--- config.mk ---
export PLATFORM = sky130hd
export DESIGN_NAME = dmem_port
export DESIGN_NICKNAME = d
export VERILOG_FILES = /design/src/rtl/dmem_port.sv
export SDC_FILE = /design/constraint.sdc
export NUM_CORES = 1
export LEC_CHECK = 0
export CORE_ASPECT_RATIO = 0.8
export CORE_MARGIN = 3
export CORE_UTILIZATION = 43
export DETAILED_ROUTE_END_ITERATION = 10
export PLACE_DENSITY_LB_ADDON = 0.05
export SYNTH_ARGS = -nofsm -noshare
export SYNTH_HDL_FRONTEND = slang
export SYNTH_SLANG_ARGS = --single-unit
--- constraint.sdc ---
create_clock -name clk -period 1.7 [get_ports clk]
set_input_delay 0.17 -clock clk [delete_from_list [all_inputs] [get_ports clk]]
set_output_delay 0.17 -clock clk [all_outputs]
set_load 0.02 [all_outputs]
--- src/rtl/dmem_port.sv ---
// MEM-stage data-memory responder: one cache handshake per load/store, stalls until response.
// Optional DMEM_MISALIGN_TRAP_EN: misaligned half/word accesses skip the cache and raise trap.
module dmem_port (
  input  logic        clk,
  input  logic        rst,
  input  logic        mem_read,
  input  logic        mem_write,
  input  logic [2:0]  funct3,
  input  logic [31:0] mar,
  input  logic [31:0] mem_wdata,
  input  logic        load,
  input  logic        dmem_resp,
  input  logic [31:0] dmem_rdata,
  output logic        dmem_read,
  output logic        dmem_write,
  output logic [31:0] dmem_address,
  output logic [31:0] dmem_wdata,
  output logic [3:0]  dmem_byte_enable,
  output logic        stall,
  output logic [31:0] load_data,
  output logic [3:0]  rmask,
  output logic [3:0]  wmask,
  output logic        trap
);

  typedef enum logic [1:0] {
    IDLE = 2'd0,
    BUSY = 2'd1,
    DONE = 2'd2
  } state_t;

  state_t      state_q, state_d;
  logic        rd_q, rd_d;
  logic        wr_q, wr_d;
  logic [31:2] addr_q, addr_d;
  logic [31:0] wdata_q, wdata_d;
  logic [3:0]  be_q, be_d;
  logic [2:0]  f3_q, f3_d;
  logic [1:0]  off_q, off_d;
  logic [31:0] load_data_q, load_data_d;
  logic [3:0]  rmask_q, rmask_d;
  logic [3:0]  wmask_q, wmask_d;

  logic        req;
  logic [3:0]  req_be;
  logic [31:0] req_wdata;
  logic [31:0] byte_sh;
  logic [31:0] half_sh;
  logic [7:0]  rd_byte;
  logic [15:0] rd_half;
  logic [31:0] ext_data;

  assign req = mem_read | mem_write;

  always_comb begin
    req_be    = 4'b1111;
    req_wdata = mem_wdata;
    case (funct3[1:0])
      2'b00: begin
        req_be    = 4'b0001 << mar[1:0];
        req_wdata = mem_wdata << {mar[1:0], 3'b000};
      end
      2'b01: begin
        req_be    = 4'b0011 << {mar[1], 1'b0};
        req_wdata = mem_wdata << {mar[1], 4'b0000};
      end
      default: begin
        req_be    = 4'b1111;
        req_wdata = mem_wdata;
      end
    endcase
  end

  // Lane extraction uses the offset captured with the request, not the live mar.
  always_comb begin
    byte_sh  = dmem_rdata >> {off_q, 3'b000};
    half_sh  = dmem_rdata >> {off_q[1], 4'b0000};
    rd_byte  = byte_sh[7:0];
    rd_half  = half_sh[15:0];
    ext_data = dmem_rdata;
    case (f3_q)
      3'b000:  ext_data = {{24{rd_byte[7]}}, rd_byte};
      3'b100:  ext_data = {24'h000000, rd_byte};
      3'b001:  ext_data = {{16{rd_half[15]}}, rd_half};
      3'b101:  ext_data = {16'h0000, rd_half};
      default: ext_data = dmem_rdata;
    endcase
  end

`ifdef DMEM_MISALIGN_TRAP_EN
  logic trap_q, trap_d;
  logic misaligned;
  assign misaligned = ((funct3[1:0] == 2'b01) && mar[0]) ||
                      (funct3[1] && (mar[1:0] != 2'b00));
`endif

  always_comb begin
    state_d     = state_q;
    rd_d        = rd_q;
    wr_d        = wr_q;
    addr_d      = addr_q;
    wdata_d     = wdata_q;
    be_d        = be_q;
    f3_d        = f3_q;
    off_d       = off_q;
    load_data_d = load_data_q;
    rmask_d     = rmask_q;
    wmask_d     = wmask_q;
`ifdef DMEM_MISALIGN_TRAP_EN
    trap_d      = trap_q;
`endif
    case (state_q)
      IDLE: begin
        if (req) begin
          addr_d  = mar[31:2];
          wdata_d = req_wdata;
          be_d    = req_be;
          f3_d    = funct3;
          off_d   = mar[1:0];
          // A simultaneous read and write is treated as a write.
          wr_d    = mem_write;
          rd_d    = ~mem_write;
          state_d = BUSY;
`ifdef DMEM_MISALIGN_TRAP_EN
          if (misaligned) begin
            rd_d        = 1'b0;
            wr_d        = 1'b0;
            trap_d      = 1'b1;
            load_data_d = 32'h0;
            rmask_d     = 4'h0;
            wmask_d     = 4'h0;
            state_d     = DONE;
          end
`endif
        end
      end
      BUSY: begin
        if (dmem_resp) begin
          if (wr_q) begin
            rmask_d = 4'h0;
            wmask_d = be_q;
          end else begin
            load_data_d = ext_data;
            rmask_d     = be_q;
            wmask_d     = 4'h0;
          end
          rd_d    = 1'b0;
          wr_d    = 1'b0;
          state_d = DONE;
        end
      end
      DONE: begin
        if (load) begin
          state_d = IDLE;
`ifdef DMEM_MISALIGN_TRAP_EN
          trap_d  = 1'b0;
`endif
        end
      end
      default: state_d = IDLE;
    endcase
  end

  always_ff @(posedge clk) begin
    if (rst) begin
      state_q     <= IDLE;
      rd_q        <= 1'b0;
      wr_q        <= 1'b0;
      addr_q      <= '0;
      wdata_q     <= '0;
      be_q        <= '0;
      f3_q        <= '0;
      off_q       <= '0;
      load_data_q <= '0;
      rmask_q     <= '0;
      wmask_q     <= '0;
`ifdef DMEM_MISALIGN_TRAP_EN
      trap_q      <= 1'b0;
`endif
    end else begin
      state_q     <= state_d;
      rd_q        <= rd_d;
      wr_q        <= wr_d;
      addr_q      <= addr_d;
      wdata_q     <= wdata_d;
      be_q        <= be_d;
      f3_q        <= f3_d;
      off_q       <= off_d;
      load_data_q <= load_data_d;
      rmask_q     <= rmask_d;
      wmask_q     <= wmask_d;
`ifdef DMEM_MISALIGN_TRAP_EN
      trap_q      <= trap_d;
`endif
    end
  end

  assign stall            = ((state_q == IDLE) && req) || (state_q == BUSY);
  assign dmem_read        = rd_q;
  assign dmem_write       = wr_q;
  assign dmem_address     = {addr_q, 2'b00};
  assign dmem_wdata       = wdata_q;
  assign dmem_byte_enable = be_q;
  assign load_data        = load_data_q;
  assign rmask            = rmask_q;
  assign wmask            = wmask_q;
`ifdef DMEM_MISALIGN_TRAP_EN
  assign trap             = trap_q;
`else
  assign trap             = 1'b0;
`endif

endmodule

# Word-level counts from Yosys, hierarchy flattened
# Index checks and enable logic that the tools add are counted.
[classes]
reduce_logical = 11
shift = 6
mul = 0
order_cmp = 0
div = 0
n_bitwise = 3
add_sub_neg = 0
n_mux = 14
eq_ne = 9
[op_table]
columns = ["cell", "count"]
rows = [
  ["one-hot mux 32 bit (4 select lines)", 1],
  ["one-hot mux 32 bit (2 select lines)", 1],
  ["left shift 32 x 5 -> 32 bit", 2],
  [">> shifter 32 x 5 -> 16 bit", 1],
  [">> shifter 32 x 5 -> 8 bit", 1],
  ["AND reduction 3 bit", 3],
  ["two-way mux 4 bit", 2],
  ["one-hot mux 4 bit (2 select lines)", 1],
  ["equality test 3 bit (second input constant)", 2],
  ["two-way mux 2 bit", 3],
  ["inequality test 2 bit (second input constant)", 3],
  ["one-hot mux 2 bit (3 select lines)", 1],
  ["equality test 2 x 1 -> 1 bit (second input constant)", 2],
  ["logical NOT 2 bit", 2],
  ["one-hot mux 1 bit (2 select lines)", 2],
  ["AND reduction 2 bit", 2],
  ["left shift 1 x 2 -> 4 bit (first input constant)", 1],
  ["left shift 2 x 2 -> 4 bit (first input constant)", 1],
  ["equality test 3 x 1 -> 1 bit (second input constant)", 1],
  ["logical NOT 3 bit", 1],
  ["two-way mux 1 bit", 3],
  ["equality test 2 bit (second input constant)", 1],
  ["inverter 1 bit", 2],
  ["nonzero test 2 bit", 1],
  ["3 further kinds", 3],
]
[totals]
out_inout_bits = 112
mem_bits_rw = 0
regBits = 115
mem_count = 0
rom_bits = 0
latch_bits = 0

# Logic depth before layout (Yosys ltp)
# Gate-level depths: netlist (run 1).
[logic_depth]
word_depth = 3
depth_mapped = 6
ltp_nobuf = 4

# Least setup slack after synthesis (run 1)
# OpenSTA, ideal clock, no wires.
[synth_timing]
path_kind = "reg-to-reg"
from = "reg wr_q, in the netlist dmem_write"
to = "reg load_data_q[10], in the netlist load_data[10]"
synth_period_minus_slack_ps = 1531
stages_incl_launch_ff = 5
arrival_time_ps = 1393
required_ps = 1562
path_buffers = 1
path_slack_ps = 169
cell_sequence = "dfxtp_1 > or3_1 > buf_4 > a211oi_4 > a211oi_1"
[synth_between]
elab_chain_len = 2
[synth_rtl]
columns = ["item", "line_no", "rtl"]
rows = [
  ["start: declaration", "34", "logic wr_q, wr_d;"],
  ["start signal: assignment", "183", "wr_q <= wr_d;"],
  ["inverter 1 bit (no line)", "n/a", ""],
  ["AND reduction 3 bit (no line)", "n/a", ""],
  ["end signal: assignment", "189", "load_data_q <= load_data_d;"],
  ["end: declaration", "40", "logic [31:0] load_data_q, load_data_d;"],
]
# No other way between the ends.
# A chain may end at the register's enable or synchronous reset.

# Worst setup path after layout (run 1)
[layout_timing]
from = "reg be_q[3], in the netlist dmem_byte_enable[3]"
to = "out dmem_byte_enable[3]"
[layout_lines]
columns = ["item", "line_no", "rtl"]
rows = [
  ["start: declaration", "37", "logic [3:0] be_q, be_d;"],
  ["start signal: assignment", "171", "be_q <= '0;"],
  ["start signal: assignment", "186", "be_q <= be_d;"],
  ["end: declaration", "18", "output logic [3:0] dmem_byte_enable,"],
]
# No word-level cell between the ends.

==> flow_summary.toml, run 1 <==
[synthesis]
synth_warnings = 0
synth_top_area_share = 0.434
ys_types = 46
synth-seq-cells = 115
synth_edf_count = 0
syn_inst = 679
yosysTopAreaCell = "dfxtp_1"
netlist_area_mm2 = 0.00531
async_reset_ff_frac = 0
ys_top_cells_by_area = "dfxtp_1 43%, nand2_1 9.4%, a21oi_1 7.4%"
yosysSeqAreaShare = 0.434
ys.flop_type = "dfxtp_1"
syn_area_per_cell_um2 = 7.81

[critical_path]
path_depth = 1
r2r.worst_path.cells = 5
timing.rr.start = "state_q[1]$_SDFFE_PP0P_"
timing.critical_path.buf_inv = 1
slowest_stage = "clkdlybuf4s50_1"
r2r_slack_ps = 100
worst_setup_path_end_kind = "output pin"
path_delay_family = "buffers and inverters"
reg2reg_to = "load_data[8]$_SDFFE_PP0P_"
crit_path_start_kind = "flip-flop"
path_cells = "clkdlybuf4s50_1"
path_class = "reg -> out"
crit_fanout = 4
cp.required_ps = 1530
max_stage_delay_ps = 650
worstPathArrival_ps = 1480

[layout]
fin_util = 0.717
syn2layout_area_growth_pct = 59.2
drive_gt1_frac = 0.121
antenna_cells = 0
fillers = 913
final_net_count = 1007

[floorplan]
rows = 35
dieHeight_um = 105
die_area_mm2 = 0.0137
ios = 217
core_area_mm2 = 0.0118
initial_core_util = 0.450
dieWidth_um = 130

[drt]
dr.first_iter.drc_count = 399
routed_wl_mm = 18.4
drc = 0
ant_nets = 0
vias = 5788
via_per_inst = 5.44
dr.pass1.iters = 5
avgRoutedWirePerCell_um = 17.3

[timing]
setup_viol = 0
fin_crit_sh = 0.972
maxSlewViolCount = 0
fin_tns_setup_ps = 0
hold_violations = 0
rsz0062_at_grt = "false"
max_freq_mhz = 605
layout_setup_ws_ps = 47.9
skew_ps = 13.5
fin_crit_ps = 1650

[status]
status = "complete, no violations"

[pwr]
power.leakage_nw = 3.13
irDropWorstVdd_mv = 0.850
power_density_mw_per_mm2 = 1030
total_power_mw = 8.71

[global_routing]
grt_max_degree = 68
grt_pass1_wl_mm = 29.2
antenna_found_initial = 0
grt_overflow = 0
grt_pass1_vias = 5603
grt_use_total = 0.266

[place]
pre_cts_slack_ps = -160
port_buffers = 213
place_congestion = 0.911
dp.final_hpwl_mm = 13.4

[clock_network]
clk_path_buf_depth = 2
clkLatencyLatePin_ps = 410
clkTransAtPathRegs_ps = 60
cts.sinks = 115
cts_tree = "built"
cts_root_buf = "clkbuf_16"
postCtsHoldBufs = 0
htree_levels = 4
cts-buffers-inserted = 17
postCtsSetupRepairBufs = 0

[job]
maxCapViolCount = 0

[hold_path]
hp-start = "rst"
min_to = "dmem_write$_SDFFE_PP0P_"
whs_path_depth = 2
hp-class = "in -> reg"
cells in the mapped netlist, drive strengths merged (5+ instances only):
cell type	n
nand2	133
dfxtp	115
a21oi	80
nor2	45
a211oi	35
nand3	35
clkbuf	33
buf	28
o21ai	22
a31oi	16
nor2b	15
inv	14
mux2	11
nor3	9
or3	9
a22o	8
and3	8
nand3b	8
nor4	8
o22a	8
a22oi	6
a2bb2oi	5
metrics by stage:
stage	hold slack (ps)	instances	instance area [µm²]
global placement	438	1031	7830
finish	168	1063	8450
CTS	153	1063	8430
global route	178	1063	8450
detailed placement	445	1031	7830
floorplan	287	681	5310
sequential cells by signal (all words and copies together) (netlist names):
name and flops:
dmem_wdata 32, load_data 32, addr_q 30, dmem_byte_enable 4
rmask 4, wmask 4, f3_q 3, off_q 2
state_q 2, dmem_read 1, dmem_write 1
cell families after synthesis:
logic type / share of synthesized area
simple gates: 0.241
other cells: 0.000707
flops: 0.434
buf+inv: 0.0609
compound gates: 0.234
mux: 0.0290
timing repair:
action	CTS	global route
pin swaps	0	0
gates resized for setup	1	7
endpoints found under the setup margin	1	14
cell usage in the layout, fill, tap and decap left out, drive strengths merged, types with 5 or more instances in the layout:
master,count
o21ai,22
a31oi,16
mux2,11
clkdlybuf4s50,210
inv,19
o22a,8
nor2,45
clkbuf,20
and3,8
nand3,35
a21oi,80
nand3b,8
nor2b,15
a2bb2oi,5
or3,9
nor3,9
dfxtp,115
a22o,8
buf,51
a211oi,35
nor4,8
a22oi,6
nand2,133
per-layer routing:
layer,GRT usage,wire [µm]
met3,0.0973,1790
met2,0.401,8250
met4,0.0668,272
met1,0.362,8090
met5,0,0
how the worst max path moves through the flow:
stage	from	endpoint	slack, ps
floorplan	dmem_write$_SDFFE_PP0P_	load_data[10]$_SDFFE_PP0P_	170
global placement	dmem_resp	load_data[15]$_SDFFE_PP0P_	-150
detailed placement	dmem_resp	load_data[15]$_SDFFE_PP0P_	-160
CTS	state_q[0]$_SDFFE_PP0P_	stall	10
global route	dmem_byte_enable[1]$_SDFFE_PP0P_	dmem_byte_enable[1]	8
finish	dmem_byte_enable[3]$_SDFFE_PP0P_	dmem_byte_enable[3]	50
where the power goes:
group | switching (mW) | total [mW] | internal [mW]
clock network | 1.36 | 3.62 | 2.26
logic | 1.06 | 2.04 | 0.979
registers | 0.137 | 3.06 | 2.92
total | 2.56 | 8.71 | 6.16
layout make-up:
| type | instances | area, µm² | area share |
|---|---|---|---|
| Multi-Input combinational cell | 491 | 2730 | 0.323 |
| Timing Repair Buffer | 263 | 2580 | 0.305 |
| Tap cell | 148 | 185 | 0.0219 |
| Clock buffer | 19 | 453 | 0.0536 |
| Clock inverter | 13 | 149 | 0.0176 |
| Inverter | 14 | 52.6 | 0.00622 |
| Sequential cell | 115 | 2300 | 0.273 |
(Power assumes the default switching activity.)
==> run 2: changes to the inputs <==
Settings changed: ABC_AREA from default to 1, CORE_MARGIN 3 to 1, CORE_UTILIZATION 43 to 44, PLACE_DENSITY from default to 0.89, PLACE_DENSITY_LB_ADDON 0.05 to default.
==> flow_summary.toml, run 2 <==
[layout]
final_common_cell = "clkdlybuf4s50_1"
fin_util = 0.693
layout.cells.most_common_list = "210 x clkdlybuf4s50_1, 206 x nand2_1, 126 x nor2_1"
syn2layout_area_growth_pct = 53.1
final_net_count = 1125
antenna_cells = 0
instances_no_fill = 1185
drive_gt1_frac = 0.103

[timing]
setup_viol = 0
max_freq_mhz = 619
skew_ps = 11.0
layout_setup_ws_ps = 83.5
fin_crit_ps = 1620
fin_tns_setup_ps = 0
hold_violations = 0
rsz0062_at_grt = "false"
fin_crit_sh = 0.951
maxSlewViolCount = 0

[global_routing]
grt_max_degree = 60
grt_pass1_vias = 5875
antenna_found_initial = 0
grt_use_total = 0.281
grt_pass1_wl_mm = 28.3
grt_overflow = 0

[synthesis]
synth-xor-area-share = 0
ys_types = 33
syn_area_per_cell_um2 = 6.81
synth-seq-cells = 115
netlist_area_mm2 = 0.00550
synthAdderAreaFrac = 0
synth_top_area_share = 0.419
yosysSeqAreaShare = 0.419
ys_top_cells_by_area = "dfxtp_1 42%, nand2_1 14%, nor2_1 8.7%"
yosysTopAreaCell = "dfxtp_1"
synth_simple_gate_area_frac = 0.323
synth_compound_area_frac = 0.169
synth_warnings = 0
async_reset_ff_frac = 0
synth.area.mux_share = 0
ys_top_cells_by_count = "206 x nand2_1, 127 x nor2_1, 115 x dfxtp_1"
syn_inst = 808
synth.most_common_cell = "nand2_1"
ys.flop_type = "dfxtp_1"
synth_edf_count = 0
synth_top_family_by_area = "simple AND/OR/NAND/NOR gates"

[critical_path]
path_cells = "clkdlybuf4s50_1"
crit_path_start_kind = "flip-flop"
r2r_slack_ps = 190
worst_setup_path_end_kind = "output pin"
r2r.worst_path.cells = 6
max_stage_delay_ps = 640
timing.rr.start = "state_q[1]$_SDFFE_PP0P_"
worstPathArrival_ps = 1450
path_delay_family = "buffers and inverters"
cp.required_ps = 1530
path_class = "reg -> out"
crit_fanout = 4
reg2reg_to = "dmem_wdata[25]$_SDFFE_PP0P_"
slowest_stage = "clkdlybuf4s50_1"
timing.critical_path.buf_inv = 1

[drt]
avgRoutedWirePerCell_um = 15.1
drc = 0
dr.pass1.iters = 5
via_per_inst = 5.22
ant_nets = 0
routed_wl_mm = 17.9
dr.first_iter.drc_count = 541
vias = 6182

[clock_network]
clk_path_buf_depth = 2
cts_tree = "built"
cts.sinks = 115
cts-buffers-inserted = 17
clkLatencyLatePin_ps = 410
cts_root_buf = "clkbuf_16"
postCtsHoldBufs = 0
clkTransAtPathRegs_ps = 60
postCtsSetupRepairBufs = 0
htree_levels = 4

[pwr]
power.leakage_nw = 3.63
power_density_mw_per_mm2 = 1060
irDropWorstVdd_mv = 0.836

[floorplan]
ios = 217
die_area_mm2 = 0.0130
dieHeight_um = 102
rows = 36
dieWidth_um = 127
initial_core_util = 0.452
core_area_mm2 = 0.0122

[place]
place_congestion = 0.980
dp.cells = 1153
port_buffers = 213
pre_cts_slack_ps = 20.6
dp.final_hpwl_mm = 12.9

[job]
maxCapViolCount = 0

[hold_path]
hp-class = "in -> reg"
hp-start = "rst"
min_to = "state_q[0]$_SDFFE_PP0P_"
whs_path_depth = 3

[status]
status = "complete, no violations"
## run 2: cell count changes after synthesis, sizes merged, moves of 9 or more
cell / previous run / this run
a211oi: 35 / 0
nand4: 0 / 10
nor2: 45 / 134
inv: 14 / 56
nor2b: 15 / 0
or3: 9 / 0
a31oi: 16 / 2
a21oi: 80 / 68
mux2: 11 / 0
clkbuf: 33 / 23
nand2: 133 / 212
nand3: 35 / 47
o21ai: 22 / 90
## run 2: kinds of logic after synthesis
logic type / Yosys count
flip-flops: 115
AO/OA/AOI/OAI: 175
other: 1
AND/OR/NAND/NOR: 409
buffers and inverters: 108
## run 2: layout make-up
cell class                 instances  area, µm²
clock buffer                      18        439
clock inverter                    14        156
fill                             961       3740
inverter                          56        213
multi-input combinational        587       2730
sequential                       115       2300
tap                              152        190
timing repair buffer             243       2400
## run 2: how the worst max path moves through the flow
stage	startpoint	end	slack, ps	depth (start not counted)
final	dmem_byte_enable[0]$_SDFFE_PP0P_	dmem_byte_enable[0]	80	1
after global routing	dmem_byte_enable[0]$_SDFFE_PP0P_	dmem_byte_enable[0]	40	1
after CTS	state_q[0]$_SDFFE_PP0P_	stall	40	5
after detailed placement	mar[1]	dmem_wdata[28]$_SDFFE_PP0P_	20	9
after global placement	funct3[1]	dmem_byte_enable[1]$_SDFFE_PP0P_	80	6
after floorplan	state_q[0]$_SDFFE_PP0P_	load_data[29]$_SDFFE_PP0P_	400	10
## run 2: repair_timing
| item | in CTS | in global routing |
|---|---|---|
| cloned | 0 | 0 |
| resized for setup | 4 | 2 |
| setup endpoints to repair | 2 | 1 |
## run 2: worst min-delay path, stage by stage
cell and delay, ps:
buf_2 100, inv_2 100, o21a_1 120
## run 2: per-layer routing
layer | track usage | vias to the layer above | share of wire
li1 | - | 3035 | -
met1 | 0.334 | 2777 | 0.41
met2 | 0.470 | 319 | 0.47
met3 | 0.0859 | 51 | 0.093
met4 | 0.130 | 0 | 0.027
met5 | 0 | - | 0
## run 2: report_power, final
part           leakage, nW  total [mW]  switching [mW]  internal [mW]
Sequential           0.948        3.12           0.162           2.96
Clock                0.279        3.55            1.35           2.21
Combinational         2.40        2.27            1.26           1.00
Total                 3.63        8.94            2.77           6.17
## run 2: metrics by stage
step	hold WS [ps]	area (µm²)	total power, mW
after global placement	454	7830	5.38
final	115	8420	8.94
after detailed placement	458	7830	5.41
after CTS	108	8430	8.98
after global routing	106	8420	9.35
after floorplan	312	5510	4.35
==> run 3: changes to the inputs <==
Settings changed: CORE_UTILIZATION 44 to 43, PLACE_DENSITY 0.89 to 0.87.
==> flow_summary.toml, run 3 (synthesized netlist as in run 2, its figures left out) <==
[timing]
fin_crit_ps = 1620
fin_crit_sh = 0.951
skew_ps = 8.95
rsz0062_at_grt = "false"
setup_viol = 0
fin_tns_setup_ps = 0
maxSlewViolCount = 0
hold_violations = 0
max_freq_mhz = 618

[drt]
ant_nets = 0
via_per_inst = 5.11
routed_wl_mm = 18.4
avgRoutedWirePerCell_um = 15.2
drc = 0
dr.pass1.iters = 5
dr.first_iter.drc_count = 522
vias = 6189

[global_routing]
grt_pass1_wl_mm = 28.3
antenna_found_initial = 0
grt_pass1_vias = 5769
grt_use_total = 0.278
grt_max_degree = 53
grt_overflow = 0

[pwr]
power.leakage_nw = 3.67
irDropWorstVdd_mv = 0.911
power_density_mw_per_mm2 = 1060

[job]
maxCapViolCount = 0

[critical_path]
slowest_stage = "clkdlybuf4s50_1"
path_depth = 1
timing.critical_path.buf_inv = 1
crit_fanout = 4
path_delay_family = "buffers and inverters"
path_class = "reg -> out"
cp.required_ps = 1530
max_stage_delay_ps = 640
crit_path_start_kind = "flip-flop"
path_cells = "clkdlybuf4s50_1"
r2r.worst_path.cells = 7
worst_setup_path_end_kind = "output pin"
worstPathArrival_ps = 1450

[floorplan]
dieHeight_um = 103
core_area_mm2 = 0.0123
dieWidth_um = 128
die_area_mm2 = 0.0133
initial_core_util = 0.446
ios = 217
rows = 36

[clock_network]
clk_path_buf_depth = 2
clkTransAtPathRegs_ps = 60
cts-buffers-inserted = 17
postCtsHoldBufs = 0
cts_root_buf = "clkbuf_16"
htree_levels = 4
cts_resized = 3
clkLatencyLatePin_ps = 410
postCtsSetupRepairBufs = 0
cts.sinks = 115
cts_tree = "built"

[layout]
fin_area_mm2 = 0.00849
multi_input_area_mm2 = 0.00273
fillers = 1024
layout.cells.most_common_list = "211 x clkdlybuf4s50_1, 206 x nand2_1, 126 x nor2_1"
antenna_cells = 0
final_common_cell = "clkdlybuf4s50_1"
drive_gt1_frac = 0.107
final_net_count = 1132
regArea_mm2 = 0.00230
syn2layout_area_growth_pct = 54.4

[status]
status = "complete, no violations"

[place]
place_area_mm2 = 0.00790
place_congestion = 0.916
port_buffers = 213
dp.final_hpwl_mm = 13.3

[hold_path]
hp-class = "in -> reg"
whs_path_depth = 3
-- run 3: worst paths after layout --
check	slack [ps]	start	endpoint
setup / recovery	80	dmem_byte_enable[3]$_SDFFE_PP0P_	dmem_byte_enable[3]
hold / removal	350	dmem_rdata[0]	load_data[0]$_SDFFE_PP0P_
setup reg to reg	160	state_q[1]$_SDFFE_PP0P_	dmem_wdata[0]$_SDFFE_PP0P_
hold reg to reg	470	load_data[1]$_SDFFE_PP0P_	load_data[1]$_SDFFE_PP0P_
-- run 3: layout make-up --
cell class,instances,share of cell area
clock buffers,18,0.0517
clock inverters,14,0.0181
inverters,56,0.0250
multi-input cells,587,0.321
flip-flops and latches,115,0.271
well taps,171,0.0252
repair buffers,250,0.288
-- run 3: report_power, final --
part / switching (mW) / internal, mW / leakage, nW / total [mW]
clock network: 1.35 / 2.21 / 0.283 / 3.56
logic: 1.27 / 1.01 / 2.44 / 2.28
registers: 0.168 / 2.96 / 0.948 / 3.12
total: 2.79 / 6.18 / 3.67 / 8.97
-- run 3: routing by layer --
layer / up-vias / global-route usage / routed length, µm
li1: 3042 / - / -
met1: 2768 / 0.338 / 7770
met2: 337 / 0.460 / 8380
met3: 42 / 0.0882 / 1740
met4: 0 / 0.115 / 467
met5: - / 0 / 0
-- run 3: metrics by stage --
| stage | std cells | hold WS, ps | worst slack (ps) | total power, mW | utilization |
|---|---|---|---|---|---|
| finish | 1211 | 350 | 82.8 | 8.97 | 0.688 |
| global placement | 1179 | 453 | 69.5 | 5.38 | 0.640 |
| CTS | 1211 | 336 | 18.8 | 8.99 | 0.688 |
| detailed placement | 1179 | 458 | 42.8 | 5.42 | 0.640 |
| floorplan | 810 | 312 | 404 | 4.35 | - |
| global route | 1211 | 388 | 22.7 | 9.34 | 0.688 |
